**src/rtl/fetch_redirect_ctrl_pkg.sv**
```systemverilog
// Shared constants and types for the fetch redirect controller.
// Error codes, address-map defaults and the FSM state encoding.
package fetch_redirect_ctrl_pkg;

  localparam logic [31:0] RESET_PC_DEF = 32'h0000_3000;
  localparam logic [31:0] EXC_VEC_DEF  = 32'h0000_4180;
  localparam logic [31:0] IM_BASE_DEF  = 32'h0000_3000;
  localparam logic [31:0] IM_LAST_DEF  = 32'h0000_4FFF;

  localparam logic [4:0] ERR_ADEL = 5'd4;
  localparam logic [4:0] ERR_NONE = 5'd31;

  localparam int unsigned IM_AW = 12;
  localparam int unsigned CNT_W = 16;

  typedef enum logic {
    RUN  = 1'b0,
    HOLD = 1'b1
  } state_e;

endpackage

```
**src/rtl/fetch_redirect_ctrl_addr_check.sv**
```systemverilog
// Combinational fetch-address check: alignment and IM range, plus the IM word index.
module fetch_addr_check
  import fetch_redirect_ctrl_pkg::*;
#(
  parameter logic [31:0] IM_BASE = IM_BASE_DEF,
  parameter logic [31:0] IM_LAST = IM_LAST_DEF
) (
  input  logic [31:0]      pc,
  output logic             fetch_err,
  output logic [4:0]       err_code,
  output logic [IM_AW-1:0] im_addr
);

  always_comb begin
    fetch_err = (pc[1:0] != 2'b00) || (pc < IM_BASE) || (pc > IM_LAST);
    err_code  = fetch_err ? ERR_ADEL : ERR_NONE;
    im_addr   = IM_AW'((pc - IM_BASE) >> 2);
  end

endmodule

```
**src/rtl/fetch_redirect_ctrl.sv**
```systemverilog
// Fetch PC owner: arbitrates exception/eret/jump/branch/sequential and holds redirects across stalls.
// Optional macro REDIRECT_CNT_EN adds saturating redirect and exception counters.
module fetch_redirect_ctrl
  import fetch_redirect_ctrl_pkg::*;
#(
  parameter logic [31:0] RESET_PC = RESET_PC_DEF,
  parameter logic [31:0] EXC_VEC  = EXC_VEC_DEF,
  parameter logic [31:0] IM_BASE  = IM_BASE_DEF,
  parameter logic [31:0] IM_LAST  = IM_LAST_DEF
) (
  input  logic        clk,
  input  logic        reset,
  input  logic        stall,
  input  logic        exc_req,
  input  logic        eret_req,
  input  logic [31:0] epc,
  input  logic        jump,
  input  logic [31:0] jump_addr,
  input  logic        branch,
  input  logic [31:0] branch_addr,
  output logic [31:0] pc,
  output logic [31:0] pc_4,
  output logic [11:0] im_addr,
  output logic        fetch_err,
  output logic [4:0]  err_code,
  output logic        if_flush,
  output logic        pending
`ifdef REDIRECT_CNT_EN
  ,
  output logic [15:0] redir_cnt,
  output logic [15:0] exc_cnt
`endif
);

  state_e      state_q, state_d;
  logic [31:0] pc_q, pc_d;
  logic [31:0] tgt_q, tgt_d;
  logic        if_flush_q, if_flush_d;

  // State register
  always_ff @(posedge clk) begin
    if (!reset) state_q <= RUN;
    else        state_q <= state_d;
  end

  // Datapath registers
  always_ff @(posedge clk) begin
    if (!reset) begin
      pc_q       <= RESET_PC;
      tgt_q      <= '0;
      if_flush_q <= 1'b0;
    end else begin
      pc_q       <= pc_d;
      tgt_q      <= tgt_d;
      if_flush_q <= if_flush_d;
    end
  end

  // Next-state: HOLD is entered only from RUN on a stalled jump/branch
  always_comb begin
    state_d = state_q;
    if (exc_req || eret_req) begin
      state_d = RUN;
    end else if (stall) begin
      if (state_q == RUN && (jump || branch)) state_d = HOLD;
    end else begin
      state_d = RUN;
    end
  end

  // Next PC, pending target and flush
  always_comb begin
    pc_d       = pc_4;
    tgt_d      = tgt_q;
    if_flush_d = 1'b0;
    if (exc_req) begin
      pc_d       = EXC_VEC;
      if_flush_d = 1'b1;
    end else if (eret_req) begin
      pc_d       = epc;
      if_flush_d = 1'b1;
    end else if (stall) begin
      pc_d = pc_q;
      if (state_q == RUN && (jump || branch)) tgt_d = jump ? jump_addr : branch_addr;
    end else if (state_q == HOLD) begin
      pc_d = tgt_q;
    end else if (jump) begin
      pc_d = jump_addr;
    end else if (branch) begin
      pc_d = branch_addr;
    end
  end

  always_comb begin
    pc       = pc_q;
    pc_4     = pc_q + 32'd4;
    if_flush = if_flush_q;
    pending  = (state_q == HOLD);
  end

  fetch_addr_check #(
    .IM_BASE (IM_BASE),
    .IM_LAST (IM_LAST)
  ) u_addr_check (
    .pc        (pc_q),
    .fetch_err (fetch_err),
    .err_code  (err_code),
    .im_addr   (im_addr)
  );

`ifdef REDIRECT_CNT_EN
  logic             redir_inc, exc_inc;
  logic [CNT_W-1:0] redir_cnt_q, redir_cnt_d;
  logic [CNT_W-1:0] exc_cnt_q, exc_cnt_d;

  // An applied redirect is a pending release or a direct jump/branch that wins arbitration
  always_comb begin
    exc_inc     = exc_req || eret_req;
    redir_inc   = !exc_inc && !stall && (state_q == HOLD || jump || branch);
    redir_cnt_d = redir_cnt_q;
    exc_cnt_d   = exc_cnt_q;
    if (redir_inc && redir_cnt_q != '1) redir_cnt_d = redir_cnt_q + CNT_W'(1);
    if (exc_inc && exc_cnt_q != '1)     exc_cnt_d   = exc_cnt_q + CNT_W'(1);
  end

  always_ff @(posedge clk) begin
    if (!reset) begin
      redir_cnt_q <= '0;
      exc_cnt_q   <= '0;
    end else begin
      redir_cnt_q <= redir_cnt_d;
      exc_cnt_q   <= exc_cnt_d;
    end
  end

  always_comb begin
    redir_cnt = redir_cnt_q;
    exc_cnt   = exc_cnt_q;
  end
`endif

endmodule

```
**config.mk**
```make
export PLATFORM = sky130hd
export DESIGN_NAME = fetch_redirect_ctrl
export DESIGN_NICKNAME = d
export VERILOG_FILES = /design/src/rtl/fetch_redirect_ctrl_pkg.sv /design/src/rtl/fetch_redirect_ctrl_addr_check.sv /design/src/rtl/fetch_redirect_ctrl.sv
export SDC_FILE = /design/constraint.sdc
export NUM_CORES = 1
export LEC_CHECK = 0
export CAP_MARGIN = 10
export CORE_UTILIZATION = 35
export CTS_CLUSTER_SIZE = 14
export DETAILED_ROUTE_END_ITERATION = 10
export PLACE_DENSITY = 0.65
export SLEW_MARGIN = 0
export SYNTH_ARGS = -nofsm -noshare
export SYNTH_HDL_FRONTEND = slang
export SYNTH_SLANG_ARGS = --single-unit
```
**constraint.sdc**
```tcl
create_clock -name clk -period 3.2 [get_ports clk]
set_input_delay 0.8 -clock clk [delete_from_list [all_inputs] [get_ports clk]]
set_output_delay 0.8 -clock clk [all_outputs]
set_load 0.01 [all_outputs]
```
==> flow_summary.ini, run 1 <==
[outcome]
status = complete, no violations

[critical_path]
r2r-start = pc[9]$_SDFFE_PP0P_
crit_chain = nand4_1, buf_4, or4_4, o21a_1, or2_2, dlygate4sd2_1
worstPathBufferInverterCount = 2
reg2reg_to = pc[14]$_SDFFE_PN0P_
crit_family = simple AND/OR/NAND/NOR gates
slowest_stage = or4_4
end_kind = output port
r2r_slack_ns = 0.94
start_kind = register
worstPathArrival_ns = 2.35
worst_path_largest_cell_delay_ns = 0.56
cp_max_fo = 6
crit_start = pc[9]$_SDFFE_PP0P_
crit_type = reg2out
reg2reg_depth = 8
required_ns = 2.40

[power]
peakVddDrop_mv = 0.229
power.leakage_uw = 0.00344
powerDensity_nw_per_um2 = 356
finalPower_uw = 2770

[sta]
worst_pin_slew_ns = 0.624
grt_setup_unrepaired = no
fin_crit_sh = 0.983
clock.fmax_mhz = 318
finalWorstSetupSlack_ns = 0.0540
hold_viol = 0
slew_headroom = 0.581
slew_violations = 0
clock_skew_ns = 0.00489
setup_viol = 0
fin_crit_ns = 3.15
fin_setup_tns_ns = 0

[layout]
drive_above_1_share = 0.141
syn_to_final_growth_pct = 53.1
diodes = 0
stdcell_count = 1047
fin_area_um2 = 7800
fin_nets = 968
nFillCells = 1331

[clock_tree]
cts_sinks = 66
htreeDepth = 3
clockBufferDepth = 2
insertion_delay_ns = 0.34
cts_root_buffer = clkbuf_16
path_clk_slew_ns = 0.06
numCtsBuffers = 9
hold_buffers = 0
cts_tree = done

[place]
portBuffers = 185
placed_cells = 1022
finalWeightedCongestion = 0.926
dpl-instance-area_um2 = 7270
dpl.hpwl_mm = 16.0
dp_slack_ns = 0.118

[synthesis]
yosysUniqueCellTypes = 70
synth_top_cell_area_share = 0.259
postSynthAreaPerCell_um2 = 7.52
ys_seq_area_frac = 0.259
synthFlopType = dfxtp_1
async_reset_ff_frac = 0
synth_top_area_cell = dfxtp_1
synth_area_um2 = 5090
synth_fp_nets = 783
synth-seq-cells = 66
ys_warn_count = 0
synth_cells = 677
synth_edf_count = 0
synth_area_leaders = dfxtp_1 26%, a21oi_1 6.3%, o211a_1 6.3%

[detailed_routing]
drc = 0
drt-initial-drc-count = 516
first_pass_iters = 8
vias = 6131
avgViaCountPerCell = 5.86
drtAntennaViolNets = 0
wl_per_cell_um = 20.5
routed_wl_mm = 21.5

[floorplanning]
core_um2 = 14000
die_area_um2 = 15000
die-width_um = 123
rows = 43
ios = 187
die_y_um = 123
start_util = 0.363

[global_routing]
grt_pass1_vias = 5734
grt_use_total = 0.285
grt_pass1_wl_mm = 32.3
grt_max_degree = 62
overflow = 0
antenna_found_initial = 0

[worst_hold_path]
min_from = tgt_q[31]$_SDFFE_PN0P_
holdPathStages = 1
hold_path_end = tgt_q[31]$_SDFFE_PN0P_
hold_class = reg2reg

[run]
drv.max_cap_violation_count = 0
-- stage by stage --
stage	hold WS, ns	util
6_report	0.490	0.555
3_5_place_dp	0.477	0.518
3_3_place_gp	0.479	0.518
5_1_grt	0.511	0.555
2_1_floorplan	0.464	-
4_1_cts	0.491	0.548
-- worst max-delay path by stage --
stage | cells after the start | endpoint
floorplan | 6 | pc_4[28]
global placement | 7 | pc_4[22]
detailed placement | 5 | pc_4[14]
CTS | 9 | pc_4[23]
global route | 6 | pc_4[20]
finish | 6 | pc_4[28]
-- layout make-up --
type | instances | area (um2) | area share
Multi-Input combinational cell | 506 | 3440 | 0.441
Timing Repair Buffer | 254 | 2390 | 0.306
Sequential cell | 66 | 1320 | 0.169
Clock buffer | 11 | 233 | 0.0298
Tap cell | 180 | 225 | 0.0289
Clock inverter | 5 | 103 | 0.0132
Inverter | 25 | 93.8 | 0.0120
-- cell usage in the layout (no fill, tap or decap), drive strengths merged, types with 6 or more instances in the layout --
master,instances
clkdlybuf4s50,162
nand2,77
buf,72
dfxtp,66
a21oi,64
o211a,32
o21ai,32
nor3,29
inv,24
nor2b,23
nor2,21
mux2i,20
nand3,18
nor4,17
a221o,15
xnor2,14
a31oi,11
dlygate4sd2,11
a221oi,11
clkbuf,11
o31a,10
or2,10
nand4,9
nand2b,8
dlymetal6s2s,8
a211oi,6
xor2,6
-- repair_timing --
item	in CTS	in global routing
pin swaps	3	6
setup endpoints to repair	17	14
setup buffers	4	5
gates resized for setup	26	16
endpoints found under the hold margin	0	0
-- Yosys cell counts (6+ instances only) --
master and n:
nand2_1 77, dfxtp_1 66, a21oi_1 64, clkbuf_1 47, o211a_1 32, o21ai_0 30
nor3_1 27, inv_1 24, nor2b_1 23, mux2i_1 20, nor2_1 20, nand3_1 18
buf_4 16, a221o_1 15, nor4_1 15, xnor2_1 14, a31oi_1 11, a221oi_1 10
o31a_1 10, or2_2 9, buf_2 8, nand2b_1 8, buf_1 7, a211oi_1 6
nand4_1 6, xor2_1 6
-- logic make-up after synthesis --
| family | synth area share |
|---|---|
| AND/OR/NAND/NOR | 0.258 |
| buffers and inverters | 0.0916 |
| AO/OA/AOI/OAI | 0.309 |
| XOR/XNOR | 0.0344 |
| multiplexers | 0.0393 |
| other | 0.000736 |
| flip-flops | 0.259 |
| adder cells (fa/ha/maj) | 0.00737 |
-- report_power, final --
group | internal [uW] | leakage [uW] | switching [uW] | total (uW)
sequential | 863 | 0.000540 | 35.2 | 898
clock | 761 | 0.000160 | 386 | 1150
combinational | 374 | 0.00274 | 355 | 729
-- layer usage --
metal | track usage | vias to the layer above | share of wire
met5 | 0 | - | 0
met4 | 0.0930 | 0 | 0.020
met3 | 0.0395 | 33 | 0.082
met2 | 0.455 | 335 | 0.46
met1 | 0.392 | 2900 | 0.43
li1 | - | 2863 | -
-- state kept, by name, indices dropped and copies added, names as in the netlist, named ones only --
register  count
pending       1
tgt_q        32
pc           30
if_flush      1
Note: power is estimated with default switching activity, not from simulation.
==> run 2: changes to the inputs <==
==> constraint.sdc (replaced) <==
create_clock -name clk -period 3.8 [get_ports clk]
set_input_delay 0.95 -clock clk [delete_from_list [all_inputs] [get_ports clk]]
set_output_delay 0.95 -clock clk [all_outputs]
set_load 0.01 [all_outputs]
==> run 2 against run 1 <==
Sequential power fell by 14%. First-iteration DRC count increased by 14%. Sequential share of layout area up 1.3 points. Power is 24% lower. Clock skew is 0.00084 ns lower. Cell count down 3.7%. Clock power shrank 34%. Via count down 1.8%. Critical path type unchanged.
==> flow_summary.ini, run 2 (synthesis results as in run 1) <==
[outcome]
status = complete, no violations

[sta]
grt_setup_unrepaired = no
worst_pin_slew_ns = 0.657
slew_violations = 0
clock_skew_ns = 0.00405
fin_setup_tns_ns = 0
fin_crit_sh = 0.979
clock.fmax_mhz = 269
setup_viol = 0
hold_viol = 0
fin_crit_ns = 3.72
slew_headroom = 0.561

[layout]
final_common_cell = clkdlybuf4s50_1
largest_register_ffs = 32
drive_above_1_share = 0.0846
seqCellArea_um2 = 1330
multiInputGateArea_um2 = 3320
layout_common_cells = 182 x clkdlybuf4s50_1, 77 x nand2_1, 64 x a21oi_1
fin_area_um2 = 7280
nFillCells = 1320
syn_to_final_growth_pct = 43.0
regMostFlops = tgt_q
fin_nets = 929

[power]
switchingPower_uw = 646
power.leakage_uw = 0.00297
peakVddDrop_mv = 0.201
powerDensity_nw_per_um2 = 289
p_seq_frac = 0.366
power_frac_clock = 0.360
p_int_uw = 1460
netSwitchingFraction = 0.307
p_comb_frac = 0.273

[global_routing]
grt_pass1_wl_mm = 32.3
grt_max_degree = 62
grt_use_total = 0.286
top_usage_layer = met2
antenna_found_initial = 0
met1_usage = 0.381
grtUsageMet2 = 0.446
overflow = 0
grt_pass1_vias = 5782
met3_usage = 0.0613

[detailed_routing]
first_pass_iters = 5
drt-initial-drc-count = 590
wl_per_cell_um = 21.1
vias = 6023
drc = 0
drtAntennaViolNets = 0
routed_wl_mm = 21.3
avgViaCountPerCell = 5.98

[critical_path]
crit_start = pc[2]$_SDFFE_PP0P_
cp_max_fo = 8
r2r-start = pc[21]$_SDFFE_PP0P_
required_ns = 2.85
end_kind = output port
start_kind = register
worstPathArrival_ns = 2.77
crit_type = reg2out

[place]
dpl.hpwl_mm = 15.6
dpl-instance-area_um2 = 6990
portBuffers = 185
finalWeightedCongestion = 0.930

[clock_tree]
clockBufferDepth = 2
cts_tree = done
htreeDepth = 3
hold_buffers = 0
cts_sinks = 66
insertion_delay_ns = 0.34
cts_root_buffer = clkbuf_16
path_clk_slew_ns = 0.06
numCtsBuffers = 9

[floorplanning]
rows = 43
core_um2 = 14000
ios = 187
die-width_um = 123
die_y_um = 123
start_util = 0.363
die_area_um2 = 15000

[run]
drv.max_cap_violation_count = 0

[worst_hold_path]
min_from = tgt_q[31]$_SDFFE_PN0P_
hold_class = reg2reg
## run 2: changes by cell type in the layout (fill, tap and decap cells not counted), moves of 3 or more
cell	change
dlymetal6s2s_1	-8
dlygate4sd2_1	-11
dfxtp_1	-4
buf_4	-37
clkdlybuf4s50_1	+20
nor4_1	+7
bufinv_16	-3
nor4_2	-4
nor4_4	-3
dfxtp_2	+4
## run 2: worst paths after layout
| path | to | slack, ns | cells past startpoint |
|---|---|---|---|
| setup / recovery | pc_4[28] | 0.08 | 6 |
| hold / removal | tgt_q[31]$_SDFFE_PN0P_ | 0.50 | 1 |
| setup reg to reg | pc[30]$_SDFFE_PP0P_ | 1.46 | 5 |
| hold reg to reg | tgt_q[31]$_SDFFE_PN0P_ | 0.50 | 1 |
## run 2: per-stage QoR
step / hold WS, ns / power, uW / util / std cells / setup slack (ns)
6_report: 0.497 / 2100 / 0.519 / 1008 / 0.0783
4_1_cts: 0.499 / 2100 / 0.516 / 1004 / 0.00447
3_5_place_dp: 0.486 / 1350 / 0.498 / 989 / 0.326
2_1_floorplan: 0.464 / 1050 / - / 677 / 0.786
5_1_grt: 0.515 / 2190 / 0.519 / 1007 / 0.00236
3_3_place_gp: 0.477 / 1340 / 0.498 / 989 / 0.341
## run 2: power groups by stage
stage | logic (uW) | clock network (uW) | registers [uW]
final | 575 | 758 | 771
after CTS | 568 | 765 | 769
after global placement | 563 | 0 | 781
after detailed placement | 566 | 0 | 784
after floorplan | 278 | 0 | 776
after global routing | 616 | 801 | 776
## run 2: timing repair
action                     CTS  global route
setup buffers                0             3
setup endpoints to repair    1             8
pin swaps                    1             2
resized for setup            1             5
## run 2: per-layer routing
metal  vias to the layer above  routed length, um
met4                         0                625
li1                       2795                  -
met2                       325               9530
met1                      2855               9410
met3                        48               1740
met5                         -                  0
## run 2: layout make-up
| type | count | share of cell area |
|---|---|---|
| Multi-Input combinational cell | 506 | 0.456 |
| Inverter | 25 | 0.0129 |
| Sequential cell | 66 | 0.182 |
| Clock buffer | 12 | 0.0325 |
| Timing Repair Buffer | 215 | 0.283 |
| Tap cell | 180 | 0.0309 |
| Clock inverter | 3 | 0.00240 |
| Antenna cell | 1 | 0.000344 |
## run 2: worst max-delay path, cell delays in order, from the launching register on
cell and delay [ns]:
dfxtp_1 0.36, ha_2 0.25, nand4_4 0.21, or4_4 0.60, o21a_1 0.22, or2_2 0.31, clkdlybuf4s50_1 0.48
==> run 3: changes to the inputs <==
--- a/config.mk
+++ b/config.mk
@@ -6,10 +6,11 @@
 export NUM_CORES = 1
 export LEC_CHECK = 0
 export CAP_MARGIN = 10
-export CORE_UTILIZATION = 35
+export CORE_UTILIZATION = 38
 export CTS_CLUSTER_SIZE = 14
 export DETAILED_ROUTE_END_ITERATION = 10
-export PLACE_DENSITY = 0.65
+export GPL_TIMING_DRIVEN = 0
+export PLACE_DENSITY = 0.7
 export SLEW_MARGIN = 0
 export SYNTH_ARGS = -nofsm -noshare
 export SYNTH_HDL_FRONTEND = slang
==> run 3 against run 2 <==
Global-route usage is 7.8 points higher. Cell count is 4.7% higher. Register-to-register slack worse by 0.32 ns. Routed wire length is 21% higher. Critical path type unchanged. Critical endpoint is now pc_4[23].
==> flow_summary.ini, run 3 (synthesis results as in run 1) <==
[outcome]
status = complete, no violations

[critical_path]
cp-endpoint = pc_4[23]
worstPathArrival_ns = 2.80
reg2reg_to = pc[30]$_SDFFE_PP0P_
r2r-start = pending$_SDFFE_PP0P_
reg2reg_depth = 6
crit_type = reg2out
start_kind = register
cp_max_fo = 8
end_kind = output port
crit_start = pc[4]$_SDFFE_PP0P_
r2r_slack_ns = 1.14
required_ns = 2.85

[detailed_routing]
drtAntennaViolNets = 0
wl_per_cell_um = 24.5
avgViaCountPerCell = 6.25
drc = 0
drt-initial-drc-count = 952
vias = 6599
first_pass_iters = 5
routed_wl_mm = 25.9

[clock_tree]
numCtsBuffers = 9
htreeDepth = 3
hold_buffers = 0
insertion_delay_ns = 0.35
clockBufferDepth = 2
path_clk_slew_ns = 0.06
cts_root_buffer = clkbuf_16
cts_sinks = 66
cts_tree = done

[sta]
setup_viol = 0
clock.fmax_mhz = 267
worst_pin_slew_ns = 0.971
hold_viol = 0
fin_crit_sh = 0.987
fin_crit_ns = 3.75
slew_headroom = 0.347
grt_setup_unrepaired = yes
clock_skew_ns = 0.00721
fin_setup_tns_ns = 0
slew_violations = 0

[global_routing]
grt_use_total = 0.363
grt_pass1_vias = 6353
overflow = 0
antenna_found_initial = 0
grt_pass1_wl_mm = 37.8
grt_max_degree = 11

[place]
dpl.hpwl_mm = 18.9
finalWeightedCongestion = 0.971
portBuffers = 183
dpl-instance-area_um2 = 7140

[worst_hold_path]
hold_class = reg2reg

[layout]
layout_common_cells = 183 x clkdlybuf4s50_1, 77 x nand2_1, 64 x a21oi_1
seqCellArea_um2 = 1340
fin_area_um2 = 7620
syn_to_final_growth_pct = 49.5
diodes = 0
fin_nets = 986
final_common_cell = clkdlybuf4s50_1
largest_register_ffs = 32
regMostFlops = tgt_q
nFillCells = 1187
drive_above_1_share = 0.103
multiInputGateArea_um2 = 3370

[floorplanning]
ios = 187
start_util = 0.397
die-width_um = 118
core_um2 = 12800
die_y_um = 118
die_area_um2 = 13900
rows = 41

[run]
drv.max_cap_violation_count = 0

[power]
power.leakage_uw = 0.00311
peakVddDrop_mv = 0.282
powerDensity_nw_per_um2 = 296
run 3: cell types whose count changed in the layout (fill, tap and decap cells not counted), moves of 3 or more:
cell and delta:
clkbuf_1 +41, buf_1 +7, nor4_2 +4, dfxtp_2 +6, dfxtp_1 -8, nor4_1 -3
clkbuf_4 +4
run 3: worst min path at each step:
stage	start	depth (start not counted)	endpoint	slack, ns
after floorplan	tgt_q[15]$_SDFFE_PN0P_	1	tgt_q[15]$_SDFFE_PN0P_	0.46
after global placement	tgt_q[31]$_SDFFE_PN0P_	1	tgt_q[31]$_SDFFE_PN0P_	0.48
after detailed placement	tgt_q[25]$_SDFFE_PN0P_	1	tgt_q[25]$_SDFFE_PN0P_	0.49
after CTS	tgt_q[14]$_SDFFE_PN0P_	1	tgt_q[14]$_SDFFE_PN0P_	0.50
after global routing	tgt_q[3]$_SDFFE_PN0P_	1	tgt_q[3]$_SDFFE_PN0P_	0.52
final	tgt_q[3]$_SDFFE_PN0P_	1	tgt_q[3]$_SDFFE_PN0P_	0.50
run 3: final cells by class:
class	count	area share
Clock buffer	11	0.0332
Multi-Input combinational cell	506	0.443
Sequential cell	66	0.176
Inverter	25	0.0123
Buffer	77	0.0496
Tap cell	172	0.0283
Clock inverter	3	0.00526
Timing Repair Buffer	195	0.252
run 3: critical path, stage by stage, from the launching register on:
cell	delay, ns
dfxtp_1	0.35
clkbuf_4	0.22
nand4_1	0.23
nor4_2	0.63
a21boi_0	0.21
or2_2	0.34
clkdlybuf4s50_1	0.48
run 3: timing repair:
item / 4_1_cts / 5_1_grt
setup endpoints to repair: 12 / 14
gates resized for setup: 10 / 23
pin swaps: 2 / 2
setup buffers: 6 / 6
run 3: report_power, final:
part	leakage, uW	total (uW)	switching [uW]	internal [uW]
sequential	0.000545	774	46.2	727
combinational	0.00242	629	320	309
clock	0.000147	854	320	534
run 3: per-layer routing:
layer	GRT usage	up-vias	wire, um
li1	-	2904	-
met1	0.468	3112	10300
met2	0.551	510	11300
met3	0.105	73	3280
met4	0.179	0	957
met5	0	-	0
run 3: per-stage QoR:
| stage | setup slack, ns | utilization | std cells | hold slack (ns) | total power [uW] |
|---|---|---|---|---|---|
| after floorplan | 0.786 | - | 677 | 0.464 | 1050 |
| final | 0.0489 | 0.594 | 1055 | 0.498 | 2260 |
| after detailed placement | -0.0113 | 0.557 | 1032 | 0.487 | 1390 |
| after global placement | -0.0382 | 0.557 | 1032 | 0.475 | 1380 |
| after CTS | -0.0154 | 0.586 | 1051 | 0.500 | 2240 |
| after global routing | -0.0437 | 0.594 | 1055 | 0.517 | 2320 |
